==> config.mk <==
export PLATFORM = sky130hd
export DESIGN_NAME = mux_scan_ctrl_flat
export DESIGN_NICKNAME = d
export VERILOG_FILES = /design/src/rtl/mux_scan_pkg.sv /design/src/rtl/mux_scan_ctrl_if.sv /design/src/rtl/mux_scan_ctrl_prescaler.sv /design/src/rtl/mux_scan_ctrl.sv /design/src/flat_wrapper.sv
export SDC_FILE = /design/constraint.sdc
export NUM_CORES = 1
export LEC_CHECK = 0
export BUFFER_PORTS_ARGS = -buffer_cell sky130_fd_sc_hd__buf_2
export CAP_MARGIN = 0
export CORE_MARGIN = 3
export CORE_UTILIZATION = 40
export CTS_CLUSTER_DIAMETER = 150
export DETAILED_ROUTE_END_ITERATION = 12
export PLACE_DENSITY = 0.65
export RECOVER_POWER = 50
export SLEW_MARGIN = 20
export SYNTH_ARGS = -nofsm -noshare
export SYNTH_HDL_FRONTEND = slang
export SYNTH_HIERARCHICAL = 1
export SYNTH_SLANG_ARGS = --single-unit
==> constraint.sdc <==
create_clock -name clk -period 2.03 [get_ports clk]
set_input_delay 0.406 -clock clk [delete_from_list [all_inputs] [get_ports clk]]
set_output_delay 0.406 -clock clk [all_outputs]
set_load 0.01 [all_outputs]
==> src/rtl/mux_scan_pkg.sv <==
// Shared definitions for the MUX8T1_8 channel scanner: channel geometry,
// default data width and the scanner FSM state type.
package mux_scan_pkg;

    localparam int NCH   = 8;
    localparam int SEL_W = 3;
    localparam int W_DEF = 8;

    typedef enum logic {
        IDLE = 1'b0,
        RUN  = 1'b1
    } state_t;

endpackage

==> src/rtl/mux_scan_ctrl_if.sv <==
// Bus between the scanner and its environment: run/step controls, the selector
// feedback byte, and the tagged capture stream.
interface mux_scan_ctrl_if
    import mux_scan_pkg::*;
#(
    parameter int W = W_DEF
);

    logic             run;
    logic             step;
    logic [W-1:0]     mux_o;
    logic [SEL_W-1:0] s;
    logic [W-1:0]     data;
    logic [SEL_W-1:0] ch;
    logic             valid;
    logic             wrap;

    modport master (
        output run, step, mux_o,
        input  s, data, ch, valid, wrap
    );

    modport slave (
        input  run, step, mux_o,
        output s, data, ch, valid, wrap
    );

endinterface

==> src/rtl/mux_scan_ctrl_prescaler.sv <==
// Dwell prescaler: counts DIV enabled cycles and flags the terminal count.
module scan_prescaler #(
    parameter int DIV = 4
) (
    input  logic clk,
    input  logic rst,
    input  logic clr,
    input  logic en,
    output logic tick
);

    localparam logic [7:0] TC = 8'(DIV - 1);

    logic [7:0] cnt;

    assign tick = en && (cnt == TC);

    always_ff @(posedge clk) begin
        if (rst || clr) begin
            cnt <= 8'd0;
        end else if (en) begin
            if (cnt == TC) begin
                cnt <= 8'd0;
            end else begin
                cnt <= cnt + 8'd1;
            end
        end
    end

endmodule

==> src/rtl/mux_scan_ctrl.sv <==
// Channel scanner for MUX8T1_8: steps the select lines automatically (RUN) or on
// step edges (IDLE) and emits each sampled byte tagged with its channel.
module mux_scan_ctrl
    import mux_scan_pkg::*;
#(
    parameter int DIV = 4,
    parameter int W   = W_DEF
) (
    input  logic            clk,
    input  logic            rst,
    mux_scan_ctrl_if.slave  bus
);

    state_t           state_q;
    state_t           state_d;
    logic             step_q;
    logic             step_edge;
    logic             cnt_en;
    logic             run_tick;
    logic             step_tick;
    logic             tick;
    logic [SEL_W-1:0] s_q;
    logic [SEL_W-1:0] ch_q;
    logic [W-1:0]     data_q;
    logic             valid_q;
    logic             wrap_q;

    // The prescaler is held cleared whenever it is not counting, so every RUN
    // entry starts a fresh dwell and a run drop discards partial progress.
    assign cnt_en    = (state_q == RUN) && bus.run;
    assign step_edge = bus.step && !step_q;
    assign step_tick = (state_q == IDLE) && !bus.run && step_edge;
    assign tick      = run_tick || step_tick;

    scan_prescaler #(
        .DIV (DIV)
    ) u_prescaler (
        .clk  (clk),
        .rst  (rst),
        .clr  (!cnt_en),
        .en   (cnt_en),
        .tick (run_tick)
    );

    always_ff @(posedge clk) begin
        if (rst) begin
            state_q <= IDLE;
        end else begin
            state_q <= state_d;
        end
    end

    always_comb begin
        state_d = state_q;
        case (state_q)
            IDLE:    if (bus.run)  state_d = RUN;
            RUN:     if (!bus.run) state_d = IDLE;
            default: state_d = IDLE;
        endcase
    end

    always_ff @(posedge clk) begin
        if (rst) begin
            step_q <= 1'b0;
        end else begin
            step_q <= bus.step;
        end
    end

    // Capture uses the select value that has been steady through the dwell,
    // then moves the selector on at the same edge.
    always_ff @(posedge clk) begin
        if (rst) begin
            s_q     <= '0;
            ch_q    <= '0;
            data_q  <= '0;
            valid_q <= 1'b0;
            wrap_q  <= 1'b0;
        end else begin
            valid_q <= tick;
            wrap_q  <= tick && (s_q == SEL_W'(NCH - 1));
            if (tick) begin
                data_q <= bus.mux_o;
                ch_q   <= s_q;
                s_q    <= s_q + 1'b1;
            end
        end
    end

    assign bus.s     = s_q;
    assign bus.ch    = ch_q;
    assign bus.data  = data_q;
    assign bus.valid = valid_q;
    assign bus.wrap  = wrap_q;

endmodule

==> src/flat_wrapper.sv <==
// flat-port wrapper written by rule: the top's interface ports become plain ports
module mux_scan_ctrl_flat import mux_scan_pkg::*;
#(
    parameter int DIV = 4,
    parameter int W   = W_DEF
)
  (clk, rst, bus_run, bus_step, bus_mux_o, bus_s, bus_data, bus_ch, bus_valid, bus_wrap);
  mux_scan_ctrl_if #(.W(W)) bus_i ();
  input  logic clk;
  input  logic rst;
  input wire logic [$bits(bus_i.run)-1:0] bus_run;
  input wire logic [$bits(bus_i.step)-1:0] bus_step;
  input wire logic [$bits(bus_i.mux_o)-1:0] bus_mux_o;
  output wire logic [$bits(bus_i.s)-1:0] bus_s;
  output wire logic [$bits(bus_i.data)-1:0] bus_data;
  output wire logic [$bits(bus_i.ch)-1:0] bus_ch;
  output wire logic [$bits(bus_i.valid)-1:0] bus_valid;
  output wire logic [$bits(bus_i.wrap)-1:0] bus_wrap;
  assign bus_i.run = bus_run;
  assign bus_i.step = bus_step;
  assign bus_i.mux_o = bus_mux_o;
  assign bus_s = bus_i.s;
  assign bus_data = bus_i.data;
  assign bus_ch = bus_i.ch;
  assign bus_valid = bus_i.valid;
  assign bus_wrap = bus_i.wrap;
  mux_scan_ctrl #(.DIV(DIV), .W(W)) u_core (.clk(clk), .rst(rst), .bus(bus_i));
endmodule
* Yosys cells after proc, flatten, opt, wreduce, memory -nomap -nowiden *
Index checks and enable logic that the tools add are counted.

cells by class
  $add $sub $neg = 2
  equal/unequal tests = 2
  muxes and demuxes = 2
  bitwise operators = 1
  reductions and logical operators = 11

operator list
  kind                                           count
  adder 8 x 1 -> 8 bit, second input constant    1
  == test 8 x 2 -> 1 bit, second input constant  1
  two-way mux 8 bit                              1
  logical AND 1 bit                              6
  adder 3 x 1 -> 3 bit, second input constant    1
  == test 3 bit, second input constant           1
  zero test 1 bit                                3
  logical OR 1 bit                               2
  two-way mux 1 bit                              1
  NOT 1 bit                                      1

word-level totals
  flip-flop bits (word level) = 26
  bits of input ports = 12
  output and inout port bits = 16
  word-level logic and storage cells = 26

* Logic depth before layout (Yosys ltp) *
  depth after elaboration = 5
  gate-level depth with buffers = 9
  mapped depth without buffers = 7

* Modules after synthesis *
The synthesis kept the hierarchy.

by module, submodules not included
  module          instances  cells an instance  area each (sq um)  sequential area each (sq um)
  mux_scan_ctrl   1          77                 732.0              360.3
  scan_prescaler  1          41                 385.4              160.2

* Least setup slack after synthesis *
No wires, ideal clock.

  kind = register to register
  start point = register u_core.u_prescaler.cnt[4]
  end point = register u_core.ch_q[1] (netlist: u_core/bus.ch[1])
  setup time = 0.130 ns
  arrival time = 1.899 ns
  required time = 1.900 ns
  path slack = 0.001 ns
  stages on the path, launching flop included = 7
  cells stage by stage = dfxtp_1 > or4_4 > nor4_1 > inv_1 > buf_4 > nand3_1 > a21oi_1

on the way
  word-level cells in the longest chain between the ends = 3

ends and longest elaborated chain
  element                 line                           text
  start, declared         mux_scan_ctrl_prescaler.sv:14  logic [7:0] cnt;
  start signal, assigned  mux_scan_ctrl_prescaler.sv:25  cnt <= cnt + 8'd1;
  == test 8 x 2 -> 1 bit  mux_scan_ctrl_prescaler.sv:16  assign tick = en && (cnt == TC);
  logical AND 1 bit       mux_scan_ctrl_prescaler.sv:16
  net u_core.run_tick     mux_scan_ctrl.sv:19            logic run_tick;
  logical OR 1 bit        mux_scan_ctrl.sv:33            assign tick = run_tick || step_tick;
  end signal, assigned    mux_scan_ctrl.sv:84            ch_q <= s_q;
  end, declared           mux_scan_ctrl.sv:23            logic [SEL_W-1:0] ch_q;

The timed path passes the listed nets, and every way through them passes these cells.
A chain may end at the register's enable or synchronous reset.

* Worst setup path in the final report *
  start point = register u_core.u_prescaler.cnt[4]
  end point = register u_core.s_q[0] (netlist: u_core/bus.s[0])

on the way
  word-level cells in the longest chain between the ends = 3

ends and longest elaborated chain
  element                 line                           text
  == test 8 x 2 -> 1 bit  mux_scan_ctrl_prescaler.sv:16
  logical AND 1 bit       mux_scan_ctrl_prescaler.sv:16
  net u_core.run_tick     mux_scan_ctrl.sv:19
  logical OR 1 bit        mux_scan_ctrl.sv:33
  end signal, assigned    mux_scan_ctrl.sv:85            s_q <= s_q + 1'b1;
  end, declared           mux_scan_ctrl.sv:22            logic [SEL_W-1:0] s_q;

The timed path passes the listed nets, and every way through them passes these cells.

==> impl_metrics.yaml <==
run_status:
  status: "complete, no violations"
power:
  clkPwrFrac_pct: 30.4
  vdd_ir_drop_max_v: 0.000354
  sw_frac_of_total_pct: 22.5
  leakage_nw: 0.454
  internal-power_uw: 656
  p_switching_uw: 191
  powerDensity_mw_per_mm2: 655
  seqPwrFrac_pct: 62.5
  pwr-share-comb_pct: 7.2
cells_and_area:
  antenna-diode-count: 0
  layout.cells.non_filler: 179
  layout_commonest_cell: "dfxtp_1"
  finish.instance_area_mm2: 0.00129
  final_layout_size_suffix_gt1_share_pct: 18.8
  fin_nets: 165
  final_cell_mix: "dfxtp_1, clkbuf_1, o21ai_0, a21oi_1, nand3_1"
  fillerInstances: 267
  areaGrowthSynthToFinish_pct: 15.7
placed_design:
  dp.cells: 171
  routabilityCongestion: 0.753
  pre_cts_slack_ns: 0.128
  portBuffers: 27
  dpl-instance-area_mm2: 0.00126
  dp_hpwl_um: 1590
global_route:
  antenna_found_initial: 0
  overflow: 0
  grt_pass1_vias: 870
  grt_usage_pct: 13.9
  grt_max_degree: 22
  grt_pass1_wl_um: 3860
floorplanning:
  die_y_um: 58.9
  core_area_mm2: 0.00257
  ios: 28
  start_util_pct: 43.5
  die_x_um: 58.9
  die_area_mm2: 0.00346
  placementRows: 18
routing:
  drc: 0
  dr.first_iter.drc_count: 44
  drt-total-wl_um: 2290
  wl_per_cell_um: 12.8
  vias_per_cell: 5.37
  vias: 962
  firstDrtPassIters: 4
  drtAntennaViolNets: 0
timing:
  max_slew_margin_pct: 42.3
  fin_hold_ws_ns: 0.345
  fin_skew_ns: 0.00488
  maxSlewViolCount: 0
  min_period_ns: 1.90
  period_share_pct: 93.6
  worstMarginPinSlew_ns: 0.865
  rsz0062_at_grt: "false"
  max_clock_freq_mhz: 526
  final_hold_viol_count: 0
  fin_tns_setup_ns: 0
  worst_slack_ns: 0.130
  setup_viol_count_final: 0
job:
  drv_cap: 0
yosys:
  synth-edff-count: 0
  syn_area_mm2: 0.00112
  synth_cell_type_count: 27
  synthesis.nets: 133
  async_flop_share_pct: 0
  syn_avg_cell_area_um2: 9.47
  ys_warn_count: 6
  syn_inst: 118
  yosysSeqAreaShare_pct: 46.6
  synth-main-ff-cell: "dfxtp_1"
  synth_seq_cells: 26
min_path:
  min_path_cells: 3
  holdCritPathClass: "in2reg"
clock_tree:
  insertion_delay_ns: 0.31
  cts_sinks: 26
  cts_made_buffers: 3
  h-tree-depth: 1
  clk_pin_slew_ns: 0.14
  root_buffer: "clkbuf_4"
  clock_path_buffers: 2
  ctsHoldBuffers: 0
  cts_tree: "built"
worst_setup_path:
  reg2reg_slack_ns: 0.13
  cp-end-kind: "flop"
  worstPathMaxFanout: 8
  startpoint_type: "flop"
  crit_arrival_ns: 2.08
  worstSetupPathType: "reg2reg"
  crit_required_ns: 2.21
  reg2regPathDepth: 6
worst paths after layout:
| kind | from | endpoint |
|---|---|---|
| max reg2reg | u_core/u_prescaler/cnt[4] | u_core/bus.s[0] |
| min reg2reg | u_core/bus.data[3] | u_core/bus.data[3] |
| max | u_core/u_prescaler/cnt[4] | u_core/bus.s[0] |
| min | bus_mux_o[4] | u_core/bus.data[4] |
synth_stat cells, types with 2 or more instances:
master,count,area [µm²]
a21oi_1,16,80.1
buf_2,2,10.0
buf_4,2,15.0
buf_6,2,22.5
dfxtp_1,26,521
ha_1,3,37.5
inv_1,2,7.51
nand2_1,2,7.51
nand3_1,14,70.1
nand4_1,4,25.0
nor2_1,6,22.5
nor2b_1,2,12.5
nor3_1,3,15.0
nor3b_1,2,15.0
o21ai_0,16,80.1
or3_1,3,18.8
xor2_1,3,26.3
through the flow:
step | utilization (%) | power [mW]
final | 50.3 | 0.847
after global routing | 50.3 | 0.893
after CTS | 50.4 | 0.862
after detailed placement | 49.0 | 0.605
after global placement | 49.0 | 0.603
after floorplan | - | 0.581
sequential cells by signal (all words and copies together) (netlist names):
name and flops:
u_core/bus.data 8, u_core/u_prescaler/cnt 8, u_core/bus.ch 3, u_core/bus.s 3
u_core/bus.valid 1, u_core/bus.wrap 1, u_core/state_q 1, u_core/step_q 1
power by group through the flow:
stage | logic (mW) | clock network [mW] | registers, mW
after CTS | 0.0649 | 0.268 | 0.529
after global placement | 0.0631 | 0 | 0.540
after floorplan | 0.0373 | 0 | 0.544
after global routing | 0.0689 | 0.293 | 0.531
final | 0.0606 | 0.257 | 0.529
after detailed placement | 0.0648 | 0 | 0.540
kinds of logic (layout without fill, tap and decap cells):
| logic type | count (synthesis) | after routing | synth area share, % |
|---|---|---|---|
| XOR/XNOR | 4 | 4 | 3.14 |
| multiplexers | 1 | 1 | 0.896 |
| AND/OR/NAND/NOR | 41 | 41 | 22.5 |
| adder cells (fa/ha/maj) | 3 | 3 | 3.36 |
| AO/OA/AOI/OAI | 33 | 33 | 16.8 |
| flip-flops | 26 | 26 | 46.6 |
| buffers and inverters | 10 | 41 | 6.72 |
layout make-up:
class / instances / area (µm²) / share of cell area (%)
inverter: 2 / 11.3 / 0.871
sequential: 26 / 520 / 40.3
clock buffer: 4 / 36.3 / 2.81
tap: 30 / 37.5 / 2.90
timing repair buffer: 34 / 163 / 12.6
multi-input combinational: 82 / 517 / 40.0
timing repair inverter: 1 / 7.51 / 0.581
timing repair:
action | in CTS | in global routing
buffers inserted | 0 | 3
setup endpoints to repair | 0 | 11
resized for setup | 0 | 2
worst max-delay path, stage by stage (launching register included):
cell,delay (ns)
dfxtp_1,0.37
or4_4,0.54
nor4_2,0.23
buf_4,0.22
buf_4,0.16
o21ai_0,0.11
nor3b_1,0.15
layer usage:
| layer | global-route usage [%] | wire [µm] | vias to the layer above |
|---|---|---|---|
| met5 | 0 | 0 | - |
| met4 | 5.18 | 12 | 0 |
| met3 | 3.07 | 148 | 2 |
| met2 | 21.0 | 1100 | 25 |
| met1 | 19.2 | 1020 | 449 |
| li1 | - | - | 486 |
(Power assumes the default switching activity.)
